===== src/rtl/alpha_fade_sequencer.sv =====
// Alpha ramp generator for a two-input blender. It steps alpha toward 0 or full scale only on
// frame boundaries, so each frame is blended with one alpha value. Commands use valid/ready.
module alpha_fade_sequencer #(
  parameter int unsigned ALPHA_W = 8,
  parameter int unsigned STEP_W  = 8,
  parameter int unsigned HOLD_W  = 8
) (
  input  logic               clk,
  input  logic               rst,
  input  logic               frame_start,
  input  logic               cmd_valid,
  output logic               cmd_ready,
  input  logic               cmd_dir,
  input  logic [STEP_W-1:0]  cmd_step,
  input  logic [HOLD_W-1:0]  cmd_frames_per_step,
  input  logic               abort,
  output logic [ALPHA_W-1:0] alpha,
  output logic               busy,
  output logic               done
);

  localparam int unsigned SumW = ((ALPHA_W > STEP_W) ? ALPHA_W : STEP_W) + 1;
  localparam logic [ALPHA_W-1:0] AMax = '1;

  typedef enum logic [1:0] {StIdle, StRamp, StDone} state_e;

  state_e              state_q, state_d;
  logic [ALPHA_W-1:0]  alpha_q, alpha_d;
  logic                dir_q, dir_d;
  logic [STEP_W-1:0]   step_q, step_d;
  logic [HOLD_W-1:0]   hold_q, hold_d;
  logic [HOLD_W-1:0]   cnt_q, cnt_d;

  logic [SumW-1:0]     alpha_ext, step_ext, sum;
  logic [ALPHA_W-1:0]  stepped, target, cmd_target;
  logic                accept;

  // Saturating step, computed one bit wider than either operand so it never wraps.
  always_comb begin
    alpha_ext = SumW'(alpha_q);
    step_ext  = SumW'(step_q);
    sum       = alpha_ext + step_ext;
    if (dir_q) begin
      stepped = (sum > SumW'(AMax)) ? AMax : sum[ALPHA_W-1:0];
    end else begin
      stepped = (step_ext >= alpha_ext) ? '0 : (alpha_q - step_ext[ALPHA_W-1:0]);
    end
    target     = dir_q ? AMax : '0;
    cmd_target = cmd_dir ? AMax : '0;
  end

  always_comb begin
    state_d   = state_q;
    alpha_d   = alpha_q;
    dir_d     = dir_q;
    step_d    = step_q;
    hold_d    = hold_q;
    cnt_d     = cnt_q;
    cmd_ready = (state_q == StIdle) && !abort;
    accept    = cmd_valid && cmd_ready;

    unique case (state_q)
      StIdle: begin
        if (accept) begin
          dir_d   = cmd_dir;
          step_d  = (cmd_step == '0) ? STEP_W'(1) : cmd_step;
          hold_d  = (cmd_frames_per_step == '0) ? HOLD_W'(1) : cmd_frames_per_step;
          cnt_d   = '0;
          state_d = (alpha_q == cmd_target) ? StDone : StRamp;
        end
      end
      StRamp: begin
        // Abort wins over a coincident frame step; alpha is left where it is.
        if (abort) begin
          state_d = StIdle;
          cnt_d   = '0;
        end else if (frame_start) begin
          if (cnt_q == hold_q - HOLD_W'(1)) begin
            cnt_d   = '0;
            alpha_d = stepped;
            if (stepped == target) begin
              state_d = StDone;
            end
          end else begin
            cnt_d = cnt_q + HOLD_W'(1);
          end
        end
      end
      StDone: begin
        state_d = StIdle;
        cnt_d   = '0;
      end
      default: state_d = StIdle;
    endcase
  end

  always_ff @(posedge clk) begin
    if (rst) begin
      state_q <= StIdle;
      alpha_q <= '0;
      dir_q   <= 1'b0;
      step_q  <= STEP_W'(1);
      hold_q  <= HOLD_W'(1);
      cnt_q   <= '0;
    end else begin
      state_q <= state_d;
      alpha_q <= alpha_d;
      dir_q   <= dir_d;
      step_q  <= step_d;
      hold_q  <= hold_d;
      cnt_q   <= cnt_d;
    end
  end

  assign alpha = alpha_q;
  assign busy  = (state_q != StIdle);
  assign done  = (state_q == StDone);

endmodule

===== config.mk =====
export PLATFORM = sky130hd
export DESIGN_NAME = alpha_fade_sequencer
export DESIGN_NICKNAME = d
export VERILOG_FILES = /design/src/rtl/alpha_fade_sequencer.sv
export SDC_FILE = /design/constraint.sdc
export NUM_CORES = 1
export LEC_CHECK = 0
export CAP_MARGIN = 20
export CORE_UTILIZATION = 63
export CTS_BUF_LIST = sky130_fd_sc_hd__clkbuf_4
export DETAILED_ROUTE_END_ITERATION = 16
export PLACE_DENSITY = 0.89
export SYNTH_ARGS = -nofsm -noshare
export SYNTH_HDL_FRONTEND = slang
export SYNTH_SLANG_ARGS = --single-unit
export TNS_END_PERCENT = 20

===== constraint.sdc =====
create_clock -name clk -period 4.2 [get_ports clk]
set_input_delay 0.63 -clock clk [delete_from_list [all_inputs] [get_ports clk]]
set_output_delay 0.63 -clock clk [all_outputs]
set_load 0.02 [all_outputs]

* Word-level counts from Yosys, hierarchy flattened
Cells that the tools add are included.
Word-level totals: register bits after elaboration 35, input port bits 22, output and inout port bits 11
Cells by class: $add $sub $neg 4, order comparisons 2, equality and inequality tests 9, muxes and demuxes 19, bitwise logic cells 1, reduce and logical (&&, ||, !) cells 12
Operator list (count):
- $mux 8 | 11
- $eq 8x8->1 | 3
- $pmux 8 s3 | 1
- $logic_not 8->1 | 2
- $mux 2 | 6
- $add 8x8->9 | 1
- $gt 9x8->1 const B | 1
- $ne 3x3->1 const B | 3
- $add 8x1->8 const B | 1
- $ge 8x8->1 | 1
- $reduce_and 4->1 | 2
- $sub 8x1->8 const B | 1
- $sub 8x8->8 | 1
- $pmux 2 s2 | 1
- $reduce_and 3->1 | 1
- $reduce_bool 3->1 | 1
- $eq 2x1->1 const B | 1
- $eq 2x2->1 const B | 1
- $logic_and 1x1->1 | 2
- $logic_not 2->1 | 1
- $ne 2x2->1 const B | 1
- $reduce_and 2->1 | 1
- $reduce_bool 2->1 | 1
- $logic_not 1->1 | 1
- $not 1->1 | 1

* Depth between registers and ports, before layout
depth after elaboration 10, depth in mapped cells 11

* Worst setup path before layout
OpenSTA, ideal clock, no wires.
path type register -> register, from reg alpha_q[0], in the netlist alpha[0], to reg state_q[1], setup time 0.116 ns, data arrival time 2.369 ns, data required time 4.084 ns, path slack 1.715 ns, cell stages (with the launch flop) 11, period minus slack after synthesis 2.485 ns, cells stage by stage dfxtp_1 -> inv_1 -> ha_1 -> inv_1 -> fa_1 -> a211oi_2 -> nor3b_2 -> o211ai_1 -> or2_2 -> o22a_1 -> o211a_1
On the way: word-level cells in the longest chain between the ends 7
RTL lines:
- from (decl) | RTL line 28 | logic [ALPHA_W-1:0] alpha_q, alpha_d;
- from (signal assigned) | RTL line 107 | alpha_q <= alpha_d;
- $add 8x8->9 | RTL line 42 | sum = alpha_ext + step_ext;
- $gt 9x8->1 | RTL line 44 | stepped = (sum > SumW'(AMax)) ? AMax : sum[ALPHA_W-1:0];
- $mux 8 | RTL line 44
- $mux 8 | RTL line 43 | if (dir_q) begin
- $eq 8x8->1 | RTL line 81 | if (stepped == target) begin
- $ne 3x3->1 (no line)
- $reduce_and 4->1 (no line)
- to (signal assigned) | RTL line 99 | state_q <= StIdle;
- to (signal assigned) | RTL line 106 | state_q <= state_d;
- to (decl) | RTL line 27 | state_e state_q, state_d;
Parallel ways exist; a longest one is shown, timed or not. The select of a mux whose other input is x is not followed. A chain may end at the register's enable or synchronous reset.

* Worst setup path after layout
Ends and elaborated chain as after synthesis.

==> flow_metrics.tcl <==
set metrics [dict create \
    setup_viol 0 \
    synth_edf_count 0 \
    numPortBuffers 32 \
    drt_first_pass_iters 5 \
    cp_data_required_time_ns 4.50 \
    vias_per_cell 6.14 \
    worst_pin_slew_ns 0.746 \
    synth_top_area_share_pct 25.4 \
    hold_viol_final 0 \
    max_slew_margin_pct 50.1 \
    maxSlewViolCount 0 \
    n_antenna_cell 0 \
    synthMuxAreaShare_pct 3.58 \
    clockBufferDepth 2 \
    wl_per_cell_um 14.8 \
    yosys.area_share.xor_xnor_pct 7.62 \
    ant_nets 0 \
    crit_family "compound AO/OA/AOI/OAI gates" \
    max_stage_delay_ns 0.55 \
    areaGrowthSynthToFinish_pct 15.2 \
    cts_hold_buffers 0 \
    synth_area_leaders "dfxtp_1 25%, ha_1 8.2%, nand2_1 6.8%" \
    r2r_start "alpha[0]" \
    cp-end-kind "flop" \
    final_nets 420 \
    synth_warnings 0 \
    synth_top_family_by_area "simple AND/OR/NAND/NOR gates" \
    cts_tree "done" \
    clk_pin_slew_ns 0.11 \
    hp-start "step_q[2]" \
    synthSimpleGateAreaFrac_pct 28.4 \
    netlist_instances 353 \
    grt_start_max_net_pins 31 \
    syn_area_um2 2760 \
    final_cell_mix "50 x nand2_1, 40 x nor2_1, 35 x dfxtp_1" \
    yosysTopAreaCell "dfxtp_1" \
    drv_cap 0 \
    worstPathMaxFanout 8 \
    h-tree-depth 2 \
    routed_wl_um 6340 \
    cp_cell_sequence "inv_1, ha_1, inv_1, fa_1, a211oi_2, nor3b_2, o211ai_1, nor2_1, a32oi_1, o22a_1, o211a_1" \
    clock_skew_ns 0.0130 \
    grt.total_usage_pct 29.7 \
    overflow 0 \
    die_w_um 68.2 \
    crit_slowest_cell "o211ai_1" \
    synth_fa_ha_area_share_pct 9.62 \
    cp.arrival_ns 3.15 \
    layout-drive-gt1-share_pct 7.39 \
    antenna_found_initial 0 \
    layout_commonest_cell "nand2_1" \
    clkSinkCount 35 \
    ctsResizeCount 0 \
    drc 0 \
    cts_setup_buffers 0 \
    clockRootBuffer "clkbuf_4" \
    grt_pass1_vias 2238 \
    syn-num-nets 395 \
    grt_pass1_wl_um 10200 \
    drt_iter0_markers 203 \
    die-area_um2 4650 \
    fin_crit_sh_pct 67.6 \
    cpMostUsedCell "inv_1" \
    synth_ff_type "dfxtp_1" \
    power.density_nw_per_um2 265 \
    grt_setup_unrepaired "no" \
    path_buf_inv 2 \
    ys_seq_elements 35 \
    die_h_um 68.2 \
    power_leakage_uw 0.00120 \
    insertion_delay_ns 0.35 \
    synthArstFlopShare_pct 0 \
    power.total_uw 841 \
    cp-start-kind "flop" \
    synth_compound_area_share_pct 20.4 \
    vias 2633 \
    ys_seq_area_share_pct 25.4 \
    gp_congestion 0.956 \
    avgSynthCellArea_um2 7.81 \
    io_pins 33 \
    hold_path.class "reg -> reg" \
    dp_hpwl_um 4870 \
    rows 23 \
    coreArea_um2 4120 \
    fin_crit_ns 2.84 \
    initial_core_util_pct 67.0 \
    max_clock_freq_mhz 352 \
    finalSetupTns_ns 0 \
    outcome "completed" \
    peakVddDrop_mv 0.189 \
    yosys.cell_types.count 65 \
    crit_type "reg -> reg" \
    crit_start "alpha[0]" \
    numCtsBuffers 5 \
]
stage by stage:
| step | hold slack (ns) | instance area (um^2) | setup WS [ns] | utilization, % | std cells |
|---|---|---|---|---|---|
| after detailed placement | 0.464 | 3070 | 1.35 | 74.7 | 420 |
| after global placement | 0.458 | 3070 | 1.45 | 74.7 | 420 |
| after global routing | 0.523 | 3180 | 1.09 | 77.2 | 429 |
| after CTS | 0.480 | 3150 | 1.40 | 76.5 | 428 |
| final | 0.483 | 3180 | 1.36 | 77.2 | 429 |
| after floorplan | 0.448 | 2760 | 1.71 | - | 353 |
registers in the layout, indices dropped and copies added (netlist names):
register	count
alpha	8
step_q	8
hold_q	8
dir_q	1
state_q	2
cnt_q	8
cell usage after synthesis, types with 3 or more instances:
cell / n
dfxtp_1: 35
o21ai_0: 10
buf_2: 3
a21oi_1: 29
nor3_1: 11
ha_1: 18
nand2b_1: 7
o31ai_1: 4
mux2i_1: 7
nand3b_1: 3
nor4_1: 4
xnor2_1: 14
a211o_1: 6
nand2_1: 50
clkbuf_1: 10
nand3_1: 5
inv_1: 17
or2_2: 4
nand4_1: 8
nor2_1: 40
nor2b_1: 7
xor2_1: 10
a211oi_1: 3
cells by family (layout without fill, tap and decap cells):
group | Yosys count | in the layout
AND/OR/NAND/NOR | 153 | 153
XOR/XNOR | 24 | 24
AO/OA/AOI/OAI | 79 | 79
multiplexers | 9 | 9
adder cells (fa/ha/maj) | 20 | 20
buffers and inverters | 33 | 59
flip-flops | 35 | 35
per-layer routing:
layer  track usage [%]  wire [um]
met1              40.1       2800
met2              48.5       2900
met5                 0          0
met4              8.07        114
met3              5.00        528
where the power goes:
part | internal, uW | leakage [uW] | switching, uW | total [uW]
combinational | 104 | 0.000876 | 127 | 231
clock | 122 | 0.0000426 | 119 | 242
sequential | 346 | 0.000284 | 22.0 | 368
total | 573 | 0.00120 | 268 | 841
path summary, 6_finish.rpt:
path | to | slack (ns) | depth (start not counted)
min | step_q[2] | 0.48 | 2
max reg2reg | state_q[1] | 1.36 | 11
max | state_q[1] | 1.36 | 11
min reg2reg | step_q[2] | 0.48 | 2
worst min-delay path, cell delays in order (launching register included):
cell     delay, ns
dfxtp_1       0.34
nand2_1       0.06
a21oi_1       0.05
cell type report:
cell class                      instances  area, um^2
Fill cell                             324         938
Sequential cell                        35         701
Multi-Input combinational cell        285        1920
Tap cell                               50        62.6
Clock buffer                            5        37.5
Timing Repair Buffer                   34         355
Inverter                               17        63.8
Clock inverter                          3        38.8
(Power assumes the default switching activity.)
==> patch 1: new RTL, same settings <==
The 3 states of `state_e` get a one-hot encoding in 3 bits.
--- a/src/rtl/alpha_fade_sequencer.sv
+++ b/src/rtl/alpha_fade_sequencer.sv
@@ -23,5 +23,5 @@
   localparam logic [ALPHA_W-1:0] AMax = '1;
 
-  typedef enum logic [1:0] {StIdle, StRamp, StDone} state_e;
+  typedef enum logic [2:0] {StIdle = 3'b001, StRamp = 3'b010, StDone = 3'b100} state_e;
 
   state_e              state_q, state_d;
Formal check against the unedited RTL: no difference found for any inputs over 4 cycles, from zero or initial values and one cycle with rst high; so few cycles prove little.
==> patch 1 against the original RTL <==
Routed wire length rose by 1.6%. Power fell by 14%. Setup slack got worse by 0.045 ns. Cell count rose by 0.93%. Area after synthesis fell by 0.27%. Largest cell class unchanged. Sequential cell count rose by 1. Cell area fell by 1.9%. Highest routed layer unchanged. Critical path depth fell by 2.
==> patch 1: results (changes against the original RTL) <==
| Metric | Value |
|---|---|
| Post-DR wirelength/cell | 14.88 um (+0.67%) |
| Gpl congestion | 0.9031 (-5.5%) |
| Unique masters post-synth | 62 (-4.6%) |
| Vias in the first global route | 2414 (+7.9%) |
| Post-CTS Resized | 0 (unchanged) |
| Post-DP HPWL | 4987 um (+2.3%) |
| Clock Skew | 0.01146 ns (-0.001531 ns) |
| Final #Nets | 424 (+0.95%) |
| Ranking of synthesized cells by area | dfxtp_1, ha_1, a21oi_1 |
| CP max FO | 6 (-2) |
| Part of the Yosys area used for sequential elements | 26.21% (+0.80 points) |
| Share of cells above drive strength 1 | 6.266% (-1.1 points) |
| Slew headroom | 54.08% (+4.0 points) |
| Top cells by count, synth | nand2_1, a21oi_1, dfxtp_1 |
| Post-synthesis async set-or-reset flop share | 0% (unchanged) |
| P_leak | 1.213 nW (+0.87%) |
| Worst vdd ir | 0.2152 mV (+14%) |
| Initial DRC Count | 196 (-3.4%) |
| Worst R2R Setup Slack | 1.31 ns (-0.04 ns) |
| FILL cells | 309 (-4.6%) |
| Status | complete, no violations |
| Syn_nets | 398 (+0.76%) |
| Global-route wire length before repair | 10780 um (+5.5%) |
| Clk buf depth | 2 (unchanged) |
| Total GRT Usage | 30.81% (+1.1 points) |
| Routed via count | 2643 (+0.38%) |
==> patch 1: cell count changes in the layout (fill, tap and decap cells not counted), moves of 3 or more <==
cell and delta:
nor2_1 -13, xnor2_1 -4, nand4_1 -3, xor2_1 +5, nand2_1 -3, a211o_1 -4, o21ai_1 +3, o21ai_0 -5
mux2i_1 -3, nand2b_1 +3, a21oi_1 +8, nor3_1 +4, nand3_1 +8
==> patch 1: report_power, final <==
| group | total, mW | switching [mW] | internal, mW |
|---|---|---|---|
| Clock | 0.186 | 0.116 | 0.0701 |
| Sequential | 0.372 | 0.0186 | 0.353 |
| Combinational | 0.170 | 0.0936 | 0.0759 |
| Total | 0.727 | 0.228 | 0.499 |
==> patch 1: logic make-up after synthesis <==
| group | Yosys count | synth area share, % |
|---|---|---|
| buffers and inverters | 33 | 5.596 |
| AO/OA/AOI/OAI | 86 | 21.02 |
| flip-flops | 36 | 26.21 |
| AND/OR/NAND/NOR | 152 | 28.12 |
| multiplexers | 4 | 1.456 |
| XOR/XNOR | 25 | 7.962 |
| adder cells (fa/ha/maj) | 20 | 9.645 |
==> patch 1: path summary, 6_finish.rpt <==
check,startpoint,to,cells past startpoint
hold reg to reg,hold_q[7],hold_q[7],2
setup / recovery,alpha[0],state_q[1],9
setup reg to reg,alpha[0],state_q[1],9
hold / removal,hold_q[7],hold_q[7],2
==> patch 1: worst max-delay path, cell delays in order, from the launching register on <==
cell and delay [ns]:
dfxtp_1 0.40, ha_1 0.27, fa_1 0.41, nor2b_1 0.17, o21ai_0 0.45, nand3_1 0.19
a21boi_0 0.43, a22oi_1 0.17, o211ai_1 0.15, o221a_2 0.22
==> patch 1: final cells by class <==
type / instances / area share (%)
multi-input cells: 287 / 60.15
flip-flops and latches: 36 / 23.11
repair buffers: 34 / 10.75
inverters: 18 / 2.167
well taps: 50 / 2.006
clock buffers: 6 / 1.445
clock inverters: 2 / 0.3612
==> patch 1: per-layer routing <==
layer / up-vias / wire (um) / part of all wire, % / global-route usage, %
li1: 1315 / - / - / -
met1: 1224 / 2865 / 44 / 40.37
met5: - / 0 / 0 / 0
met2: 92 / 3089 / 48 / 52.45
met3: 12 / 396 / 6.1 / 5.333
met4: 0 / 93 / 1.4 / 6.510
==> patch 1: through the flow <==
stage	worst slack, ns	hold slack (ns)	std cells	cell area (um^2)	total power, mW
6_report	1.314	0.4848	433	3118	0.7273
3_5_place_dp	1.275	0.4736	425	3062	0.5462
3_3_place_gp	1.393	0.4689	425	3062	0.5407
5_1_grt	1.119	0.5265	433	3118	0.7600
2_1_floorplan	1.625	0.4478	356	2750	0.4907
4_1_cts	1.350	0.4887	433	3118	0.7239
==> patch 2: new RTL, same settings <==
Made on the original files. Change the parameter `ALPHA_W` from 8 to 6.
--- a/src/rtl/alpha_fade_sequencer.sv
+++ b/src/rtl/alpha_fade_sequencer.sv
@@ -2,5 +2,5 @@
 // frame boundaries, so each frame is blended with one alpha value. Commands use valid/ready.
 module alpha_fade_sequencer #(
-  parameter int unsigned ALPHA_W = 8,
+  parameter int unsigned ALPHA_W = 6,
   parameter int unsigned STEP_W  = 8,
   parameter int unsigned HOLD_W  = 8
Interface: changed (resized alpha); port bits go from 33 to 31. No check against the original RTL was run, so the function may have changed too.
==> patch 2 against the original RTL <==
Sequential cell count decreased by 2. Critical path depth down 3. Area after synthesis fell by 11%. Power decreased by 9.6%. Routed wire length decreased by 11%. Non-clock buffer count is 2 lower. Cell area shrank 10%. Setup slack worse by 0.31 ns. Sequential share of layout area grew 1.0 points.
==> patch 2: results (changes against the original RTL) <==
| Metric | Value |
|---|---|
| Crit path DAT | 3.41 ns (+0.26 ns) |
| Post-placement worst setup slack | 1.067 ns (-0.2880 ns) |
| DR vias/cell | 5.905 (-3.8%) |
| Plain + repair buffers | 32 (-5.9%) |
| Max incr delay on CP | 0.58 ns (+0.03 ns) |
| Worst hold path type | flop to flop |
| Status | complete, no violations |
| FILL cells | 297 (-8.3%) |
| Final #Nets | 374 (-11%) |
| P_leak | 1.067 nW (-11%) |
| Critical path's slowest cell | or4_1 |
| Reg2reg start | hold_q[0] |
| Reg2Reg Depth | 8 (-3) |
| Clock-cell share | 2.756% (+0.35 points) |
| Multi-input combinational cell area | 1658 um^2 (-14%) |
| Critical path's top delay family | simple AND/OR/NAND/NOR gates |
| Worst hold margin | 0.4908 ns (+0.008004 ns) |
| Worst R2R Setup Slack | 1.05 ns (-0.31 ns) |
| Multi-input gate count | 241 (-15%) |
| WHS Endpoint | hold_q[7] |
| Post-Route WL | 5644 um (-11%) |
| Setup repair bufs after CTS | 0 (unchanged) |
| TritonRoute pass-1 iters | 4 (-1) |
| Combinational power | 188 uW (-19%) |
| Top cells by count, synth | nand2_1, dfxtp_1, a21oi_1 |
| Initial DRC Count | 166 (-18%) |
| Gpl congestion | 0.8622 (-9.8%) |
| Post-CTS Resized | 0 (unchanged) |
| Clk buf depth | 2 (unchanged) |
| Reg-to-Reg End | alpha[4] |
| Clock root cell | clkbuf_4 |
| H-tree Lvls | 2 (unchanged) |
| Hold_sp | hold_q[7] |
| Largest net degree at the start of global routing | 34 (+9.7%) |
| Register share of the cell area | 23.10% (+1.0 points) |
| Share of cells above drive strength 1 | 4.819% (-2.6 points) |
| Unique masters post-synth | 58 (-11%) |
| NetSw | 224.4 uW (-16%) |
| Clk pwr share | 30.1% (+1.4 points) |
| Vias in the first global route | 2187 (-2.3%) |
| Syn_nets | 351 (-11%) |
| CTS sink count | 33 (-5.7%) |
| Buffers on Ports | 30 (-6.3%) |
| Final non-clock buffer share | 11.72% (+0.54 points) |
| Global-route wire length before repair | 9646 um (-5.6%) |
| Slew headroom | 52.63% (+2.5 points) |
| Ranking of synthesized cells by area | dfxtp_1, ha_1, a21oi_1 |
| CP max FO | 13 (+5) |
| Worst vdd ir | 0.2352 mV (+24%) |
| Total GRT Usage | 29.71% (about the same) |
| Worst skew pair latency | 0.32 ns (-0.03 ns) |
| CP Launch Point | hold_q[0] |
| Inverters | 18 (+1) |
| Post-DP HPWL | 4333 um (-11%) |
| Part of the Yosys area used for sequential elements | 26.93% (+1.5 points) |
| Clock Skew | 0.009086 ns (-0.003904 ns) |
-- patch 2: cell count changes after synthesis, moves of 4 or more --
cell / delta
mux2i_1: -6
nand2_1: -13
nand4_1: -4
nor2_1: -27
nor3_1: +4
or4_1: +4
xnor2_1: -5
-- patch 2: worst reg2reg max path: stages (launching register included) --
cell and delay (ns):
dfxtp_1 0.37, inv_1 0.08, ha_1 0.24, or3b_1 0.40
or4_4 0.51, a2111oi_4 0.40, o2111ai_2 0.34, or4_1 0.58
a21oi_1 0.16
-- patch 2: worst max-delay path by stage --
stage | to | slack [ns] | depth (start not counted)
floorplan | alpha[3] | 1.31 | 9
global placement | state_q[1] | 1.19 | 8
detailed placement | alpha[1] | 1.07 | 8
CTS | alpha[4] | 1.04 | 8
global route | state_q[1] | 0.81 | 8
finish | alpha[4] | 1.05 | 8
-- patch 2: cell families after synthesis --
group           count (synthesis)  synth area share, %
fa+ha+maj                      21                11.32
flops                          33                26.92
xor+xnor                       21                7.496
compound gates                 79                22.44
simple gates                  119                25.91
buf+inv                        34                5.507
mux                             1               0.4080
-- patch 2: per-stage QoR --
stage	utilization, %	total power, mW	std cells	cell area (um^2)
3_3_place_gp	74.66	0.5276	371	2754
2_1_floorplan	-	0.4764	308	2454
5_1_grt	77.54	0.8061	380	2860
3_5_place_dp	74.66	0.5338	371	2754
4_1_cts	76.80	0.7627	379	2833
6_report	77.54	0.7608	380	2860
-- patch 2: layer usage --
layer | global-route usage, % | share of wire, % | vias to the layer above
met5 | 0 | 0 | -
met4 | 9.722 | 1.8 | 0
met3 | 5.357 | 3.1 | 12
met2 | 51.84 | 52 | 51
met1 | 36.43 | 43 | 1029
li1 | - | - | 1152
